<file path="config.mk">
export PLATFORM = sky130hd
export DESIGN_NAME = irq_controller_flat
export DESIGN_NICKNAME = d
export VERILOG_FILES = /design/src/rtl/irq_controller_if.sv /design/src/rtl/irq_controller.sv /design/src/flat_wrapper.sv
export SDC_FILE = /design/constraint.sdc
export NUM_CORES = 1
export LEC_CHECK = 0
export CAP_MARGIN = 20
export CORE_MARGIN = 1.5
export CORE_UTILIZATION = 40
export DETAILED_ROUTE_END_ITERATION = 10
export MAX_ROUTING_LAYER = met4
export PLACE_DENSITY = 0.75
export SYNTH_ARGS = -nofsm -noshare
export SYNTH_HDL_FRONTEND = slang
export SYNTH_SLANG_ARGS = --single-unit
</file>
<file path="constraint.sdc">
create_clock -name clock -period 2.9 [get_ports clock]
set_input_delay 0.29 -clock clock [delete_from_list [all_inputs] [get_ports clock]]
set_output_delay 0.29 -clock clock [all_outputs]
set_load 0.005 [all_outputs]
</file>
<file path="src/rtl/irq_controller_if.sv">
// Bus-side signal bundle for irq_controller.
// Handshake: a register access is qualified by cs together with an active-low
// strobe (rd_n/wr_n); interrupt acknowledge is the CPU holding m1_n and iorq_n
// both low; int_ack is a one-cycle pulse with no back-pressure.
interface irq_controller_if #(
    parameter int unsigned NUM_SRC = 5
);
    logic               cs;
    logic [15:0]        A;
    logic [7:0]         Di;
    logic [7:0]         Do;
    logic               rd_n;
    logic               wr_n;
    logic               m1_n;
    logic               iorq_n;
    logic [NUM_SRC-1:0] int_req;
    logic [NUM_SRC-1:0] int_ack;
    logic               int_n;
    logic [7:0]         jump_addr;

    // CPU/MMU/peripheral side
    modport master (
        output cs, A, Di, rd_n, wr_n, m1_n, iorq_n, int_req,
        input  Do, int_ack, int_n, jump_addr
    );

    // Controller side
    modport slave (
        input  cs, A, Di, rd_n, wr_n, m1_n, iorq_n, int_req,
        output Do, int_ack, int_n, jump_addr
    );
endinterface

</file>
<file path="src/rtl/irq_controller.sv">
// irq_controller: IF/IE registers, fixed-priority vectoring and per-source
// acknowledge for the TV80 in the Game Boy core. Bit 0 is highest priority.
// Optional macro IRQ_LEVEL_TRIG_EN: requests are level-sensitive (IF[i]
// forced while int_req[i] is high); otherwise rising edges set IF.
module irq_controller #(
    parameter int unsigned NUM_SRC       = 5,
    parameter logic [7:0]  VECTOR_BASE   = 8'h40,
    parameter logic [7:0]  VECTOR_STRIDE = 8'h08,
    parameter logic [15:0] IF_ADDR       = 16'hFF0F,
    parameter logic [15:0] IE_ADDR       = 16'hFFFF
) (
    input  logic                 clock,
    input  logic                 reset,
    irq_controller_if.slave      bus,
    output logic                 dbg_in_ack
);

    typedef enum logic {
        ST_IDLE = 1'b0,
        ST_ACK  = 1'b1
    } state_e;

    state_e             state_q, state_d;
    logic [NUM_SRC-1:0] if_q, if_d;
    logic [NUM_SRC-1:0] int_ack_q, int_ack_d;
    logic [7:0]         ie_q, ie_d;
    logic [7:0]         jump_q, jump_d;
    logic [2:0]         idx_q, idx_d;
    logic               valid_q, valid_d;
    logic               ack_prev_q, ack_prev_d;
    logic               wr_prev_q, wr_prev_d;

    logic               ack, ack_rise, ack_fall;
    logic               wr_act, wr_edge;
    logic [NUM_SRC-1:0] pending;
    logic [NUM_SRC-1:0] set_vec;
    logic               pend_found;
    logic [2:0]         pend_idx;
    logic [7:0]         rd_data;

`ifdef IRQ_LEVEL_TRIG_EN
    assign set_vec = bus.int_req;
`else
    logic [NUM_SRC-1:0] req_prev_q;
    assign set_vec = bus.int_req & ~req_prev_q;
`endif

    assign ack      = !bus.m1_n && !bus.iorq_n;
    assign ack_rise = ack && !ack_prev_q;
    assign ack_fall = !ack && ack_prev_q;
    assign wr_act   = bus.cs && !bus.wr_n;
    assign wr_edge  = wr_act && !wr_prev_q;
    assign pending  = if_q & ie_q[NUM_SRC-1:0];

    // Lowest-numbered pending and enabled source wins.
    always_comb begin
        pend_found = 1'b0;
        pend_idx   = 3'd0;
        for (int i = NUM_SRC - 1; i >= 0; i--) begin
            if (pending[i]) begin
                pend_found = 1'b1;
                pend_idx   = 3'(i);
            end
        end
    end

    // Next-state: CPU write first, then ack clear, then hardware set on top.
    always_comb begin
        state_d    = state_q;
        if_d       = if_q;
        ie_d       = ie_q;
        jump_d     = jump_q;
        idx_d      = idx_q;
        valid_d    = valid_q;
        int_ack_d  = '0;
        ack_prev_d = ack;
        wr_prev_d  = wr_act;

        if (wr_edge && bus.A == IF_ADDR) if_d = bus.Di[NUM_SRC-1:0];
        if (wr_edge && bus.A == IE_ADDR) ie_d = bus.Di;

        case (state_q)
            ST_IDLE: begin
                if (ack_rise) begin
                    state_d = ST_ACK;
                    valid_d = pend_found;
                    idx_d   = pend_idx;
                    jump_d  = pend_found ? (VECTOR_BASE + {5'd0, pend_idx} * VECTOR_STRIDE) : 8'h00;
                end
            end
            ST_ACK: begin
                if (ack_fall) begin
                    state_d = ST_IDLE;
                    if (valid_q) begin
                        for (int i = 0; i < NUM_SRC; i++) begin
                            if (idx_q == 3'(i)) begin
                                if_d[i]      = 1'b0;
                                int_ack_d[i] = 1'b1;
                            end
                        end
                    end
                end
            end
            default: state_d = ST_IDLE;
        endcase

        if_d = if_d | set_vec;
    end

    // State and register update; reset aborts any acknowledge in flight.
    always_ff @(posedge clock or posedge reset) begin
        if (reset) begin
            state_q    <= ST_IDLE;
            if_q       <= '0;
            ie_q       <= 8'h00;
            jump_q     <= 8'h00;
            idx_q      <= 3'd0;
            valid_q    <= 1'b0;
            int_ack_q  <= '0;
            ack_prev_q <= 1'b0;
            wr_prev_q  <= 1'b0;
`ifndef IRQ_LEVEL_TRIG_EN
            req_prev_q <= '0;
`endif
        end else begin
            state_q    <= state_d;
            if_q       <= if_d;
            ie_q       <= ie_d;
            jump_q     <= jump_d;
            idx_q      <= idx_d;
            valid_q    <= valid_d;
            int_ack_q  <= int_ack_d;
            ack_prev_q <= ack_prev_d;
            wr_prev_q  <= wr_prev_d;
`ifndef IRQ_LEVEL_TRIG_EN
            req_prev_q <= bus.int_req;
`endif
        end
    end

    // Combinational register read; unused IF bits read as 1.
    always_comb begin
        rd_data = 8'hFF;
        if (bus.cs && !bus.rd_n) begin
            if (bus.A == IF_ADDR)      rd_data[NUM_SRC-1:0] = if_q;
            else if (bus.A == IE_ADDR) rd_data = ie_q;
        end
    end

    assign bus.Do        = rd_data;
    assign bus.int_n     = ~(|pending);
    assign bus.int_ack   = int_ack_q;
    assign bus.jump_addr = jump_q;
    assign dbg_in_ack    = (state_q == ST_ACK);

endmodule

</file>
<file path="src/flat_wrapper.sv">
// flat-port wrapper written by rule: the top's interface ports become plain ports
module irq_controller_flat 
#(
    parameter int unsigned NUM_SRC       = 5,
    parameter logic [7:0]  VECTOR_BASE   = 8'h40,
    parameter logic [7:0]  VECTOR_STRIDE = 8'h08,
    parameter logic [15:0] IF_ADDR       = 16'hFF0F,
    parameter logic [15:0] IE_ADDR       = 16'hFFFF
)
  (clock, reset, dbg_in_ack, bus_cs, bus_A, bus_Di, bus_rd_n, bus_wr_n, bus_m1_n, bus_iorq_n, bus_int_req, bus_Do, bus_int_ack, bus_int_n, bus_jump_addr);
  irq_controller_if #(.NUM_SRC(NUM_SRC)) bus_i ();
  input  logic clock;
  input  logic reset;
  output logic dbg_in_ack;
  input wire logic [$bits(bus_i.cs)-1:0] bus_cs;
  input wire logic [$bits(bus_i.A)-1:0] bus_A;
  input wire logic [$bits(bus_i.Di)-1:0] bus_Di;
  input wire logic [$bits(bus_i.rd_n)-1:0] bus_rd_n;
  input wire logic [$bits(bus_i.wr_n)-1:0] bus_wr_n;
  input wire logic [$bits(bus_i.m1_n)-1:0] bus_m1_n;
  input wire logic [$bits(bus_i.iorq_n)-1:0] bus_iorq_n;
  input wire logic [$bits(bus_i.int_req)-1:0] bus_int_req;
  output wire logic [$bits(bus_i.Do)-1:0] bus_Do;
  output wire logic [$bits(bus_i.int_ack)-1:0] bus_int_ack;
  output wire logic [$bits(bus_i.int_n)-1:0] bus_int_n;
  output wire logic [$bits(bus_i.jump_addr)-1:0] bus_jump_addr;
  assign bus_i.cs = bus_cs;
  assign bus_i.A = bus_A;
  assign bus_i.Di = bus_Di;
  assign bus_i.rd_n = bus_rd_n;
  assign bus_i.wr_n = bus_wr_n;
  assign bus_i.m1_n = bus_m1_n;
  assign bus_i.iorq_n = bus_iorq_n;
  assign bus_i.int_req = bus_int_req;
  assign bus_Do = bus_i.Do;
  assign bus_int_ack = bus_i.int_ack;
  assign bus_int_n = bus_i.int_n;
  assign bus_jump_addr = bus_i.jump_addr;
  irq_controller #(.NUM_SRC(NUM_SRC), .VECTOR_BASE(VECTOR_BASE), .VECTOR_STRIDE(VECTOR_STRIDE), .IF_ADDR(IF_ADDR), .IE_ADDR(IE_ADDR)) u_core (.clock(clock), .reset(reset), .bus(bus_i), .dbg_in_ack(dbg_in_ack));
endmodule
</file>
==> qor.yml, run 1 <==
critical_path:
  crit_path_frequent_cell: "clkdlybuf4s50_1"
  r2r_setup_slack_ns: 1.21
  crit-reg2reg-launch: "u_core.ack_prev_q"
  worstPathRequired_ns: 2.61
  crit_slowest_cell: "or4_1"
  critical_path.cell_chain: "clkdlybuf4s50_1 > nand4_1 > or4_1 > or3_1 > clkdlybuf4s50_1"
  cp-start-kind: "input pin"
  r2r-end: "u_core.idx_q[2]"
  r2r_cells: 4
  crit_family: "simple AND/OR/NAND/NOR gates"
  cpPeakStageDelay_ns: 0.70
  crit_arrival_ns: 2.45
  worstPathMaxFanout: 8
  crit_path_end_kind: "output pin"
  path_class: "in2out"
  cp_num_buf_inv: 2
  crit_cells: 5
sta:
  fin_tns_setup_ns: 0
  fin_ws_ns: 0.163
  hold_viol: 0
  fin_crit_ns: 2.74
  rsz0062_at_grt: "no"
  layout_worst_path_cycle_share_pct: 94.4
  max_freq_ghz: 0.365
  setup_violations: 0
  skew_ns: 0.00876
  finalMaxSlewViolations: 0
global_routing:
  grt_max_degree: 34
  grt_pass1_wl_um: 5730
  overflow: 0
  grt_pass1_vias: 1258
  antenna_found_initial: 0
  track_usage_pct: 18.9
synth:
  avgSynthCellArea_um2: 10.9
  ys_seq_area_share_pct: 55.5
  synth_edf_count: 0
  synth_top_area_cell: "dfrtp_1"
  async_flop_share_pct: 100
  syn_area_um2: 1490
  ys_types: 33
  ys_seq_elements: 33
  synth_top_area_share_pct: 55.5
  synthTopCellsByArea: "dfrtp_1 (56%), mux2_2 (6.1%), nand2_1 (5.3%)"
  yosys_most_used_dff: "dfrtp_1"
  synth_cells: 137
  synth_warnings: 0
power_and_ir_drop:
  switching_share_pct: 19.5
  seqPwrFrac_pct: 44.1
  p_clk_share_pct: 48.2
  power.density_nw_per_um2: 486
  ir_drop_uv: 301
  p_switching_uw: 209
  p_comb_share_pct: 7.7
  internal_power_uw: 861
  p_leak_nw: 1.02
finish:
  antennaDiodeCount: 0
  fillers: 274
  post_route_cells_drive_above_1_share_pct: 13.1
  area_growth_pct: 47.9
  fin_nets: 233
floorplanning:
  num_rows: 21
  start_util_pct: 43.2
  die_height_um: 64.0
  dieArea_um2: 4090
  pin_count: 59
  die_w_um: 64.0
  coreArea_um2: 3440
place:
  pre_cts_slack_ns: 0.166
  portBuffers: 54
  gp_congestion: 0.790
  dp.final_hpwl_um: 2550
route:
  dr.pass1.iters: 4
  wirelength_um: 3370
  drt_iter0_drc: 73
  drc_errors: 0
  wl_per_cell_um: 13.8
  drtAntennaViolNets: 0
  drt-vias-per-instance: 5.21
  routed-via-count: 1271
cts:
  hold_buffers: 0
  cts_tree: "yes"
  cts_setup_buffers: 0
  cts-resized-gates: 0
  clk_pin_slew_ns: 0.07
  cts.sinks: 33
  cts_inserted_buffers: 5
  htreeDepth: 2
  cts_root_buf: "clkbuf_8"
  cts_buffer_depth: 2
  clock_latency_ns: 0.29
job:
  drv_cap: 0
status:
  status: "completed"
min_path:
  worstHoldPathType: "in2async"
power groups by stage:
stage,Combinational (mW),Clock [mW],Sequential [mW]
3_3_place_gp,0.0810,0,0.481
3_5_place_dp,0.0835,0,0.481
2_1_floorplan,0.0268,0,0.480
5_1_grt,0.0921,0.546,0.474
6_report,0.0826,0.516,0.472
4_1_cts,0.0838,0.525,0.472
state kept, by name, summed over array words and instances (netlist names):
name	cells
u_core.ack_prev_q	1
u_core.bus.int_ack	5
u_core.bus.jump_addr	4
u_core.dbg_in_ack	1
u_core.idx_q	3
u_core.ie_q	8
u_core.if_q	5
u_core.req_prev_q	5
u_core.wr_prev_q	1
placed cells by master (no fill, tap or decap), types with 3 or more instances in the layout:
master	n
a21o_2	4
buf_4	3
clkbuf_8	5
clkdlybuf4s50_1	54
conb_1	4
dfrtp_1	33
inv_1	11
mux2_2	8
nand2_1	21
nand4_1	11
nor2_1	3
nor2b_1	3
o221ai_1	5
o22ai_1	5
or3_1	3
worst reg2reg max path, cell delays in order, from the launching register on:
cell and delay [ns]:
dfrtp_1 0.40, or4_4 0.55, a21o_1 0.21, or3_4 0.39
nand2_1 0.07
through the flow:
step	std cells	instance area (µm²)	hold WS [ns]	total power, mW	utilization, %
6_report	244	2200	0.386	1.07	63.9
5_1_grt	244	2200	0.446	1.11	63.9
4_1_cts	244	2200	0.396	1.08	63.9
3_5_place_dp	236	2070	0.475	0.565	60.1
3_3_place_gp	236	2070	0.458	0.562	60.1
2_1_floorplan	140	1500	0.321	0.507	-
metal layers:
metal,routed length [µm],part of all wire [%],GRT usage [%]
met4,74,2.2,8.70
met5,0,0,-
met3,239,7.1,5.99
met1,1440,43,23.4
met2,1610,48,28.3
area by class of cell:
type                       instances  area, µm²  share of cell area (%)
clock inverter                     3       65.1                    2.96
timing repair buffer              57        563                    25.6
tap                               46       57.6                    2.62
sequential                        33        826                    37.5
inverter                          11       41.3                    1.88
clock buffer                       5       68.8                    3.13
multi-input combinational         89        579                    26.3
synthesized netlist by cell type (2+ instances only):
| library cell | number |
|---|---|
| nand4_1 | 11 |
| nor2_1 | 3 |
| dfrtp_1 | 33 |
| o22ai_1 | 5 |
| a21o_2 | 4 |
| nand3_1 | 2 |
| nand2_1 | 21 |
| nor2b_1 | 3 |
| mux2_2 | 8 |
| nand4b_1 | 2 |
| or3_1 | 3 |
| o221ai_1 | 5 |
| inv_1 | 11 |
| nor3b_1 | 2 |
| o21ai_0 | 2 |
| buf_4 | 5 |
cells by family after synthesis:
group,count (synthesis),synth area share [%]
buffers and inverters,18,6.31
multiplexers,8,6.06
AO/OA/AOI/OAI,21,10.7
other,1,0.252
flip-flops,33,55.5
AND/OR/NAND/NOR,56,21.2
worst max-delay path by stage:
stage / start / endpoint / slack (ns)
after floorplan: bus_A[11] / bus_Do[5] / 1.16
after global placement: bus_A[10] / bus_Do[7] / 0.20
after detailed placement: bus_A[11] / bus_Do[6] / 0.17
after CTS: bus_A[11] / bus_Do[6] / 0.15
after global routing: bus_A[15] / bus_Do[6] / 0.06
final: bus_A[11] / bus_Do[6] / 0.16
Note: power is estimated with default switching activity, not from simulation.
==> run 2: changes to the inputs <==
--- a/config.mk
+++ b/config.mk
@@ -9,6 +9,7 @@
 export CORE_MARGIN = 1.5
 export CORE_UTILIZATION = 40
 export DETAILED_ROUTE_END_ITERATION = 10
+export GPL_ROUTABILITY_DRIVEN = 0
 export MAX_ROUTING_LAYER = met4
 export PLACE_DENSITY = 0.75
 export SYNTH_ARGS = -nofsm -noshare
==> results of run 2 <==
Same layout as run 1: the final DEF is identical, and so are final timing and power.
==> run 3: changes to the inputs <==
--- a/config.mk
+++ b/config.mk
@@ -9,7 +9,6 @@
 export CORE_MARGIN = 1.5
 export CORE_UTILIZATION = 40
 export DETAILED_ROUTE_END_ITERATION = 10
-export GPL_ROUTABILITY_DRIVEN = 0
 export MAX_ROUTING_LAYER = met4
 export PLACE_DENSITY = 0.75
 export SYNTH_ARGS = -nofsm -noshare
==> results of run 3 <==
Same layout as run 1: the final DEF is identical, and so are final timing and power.
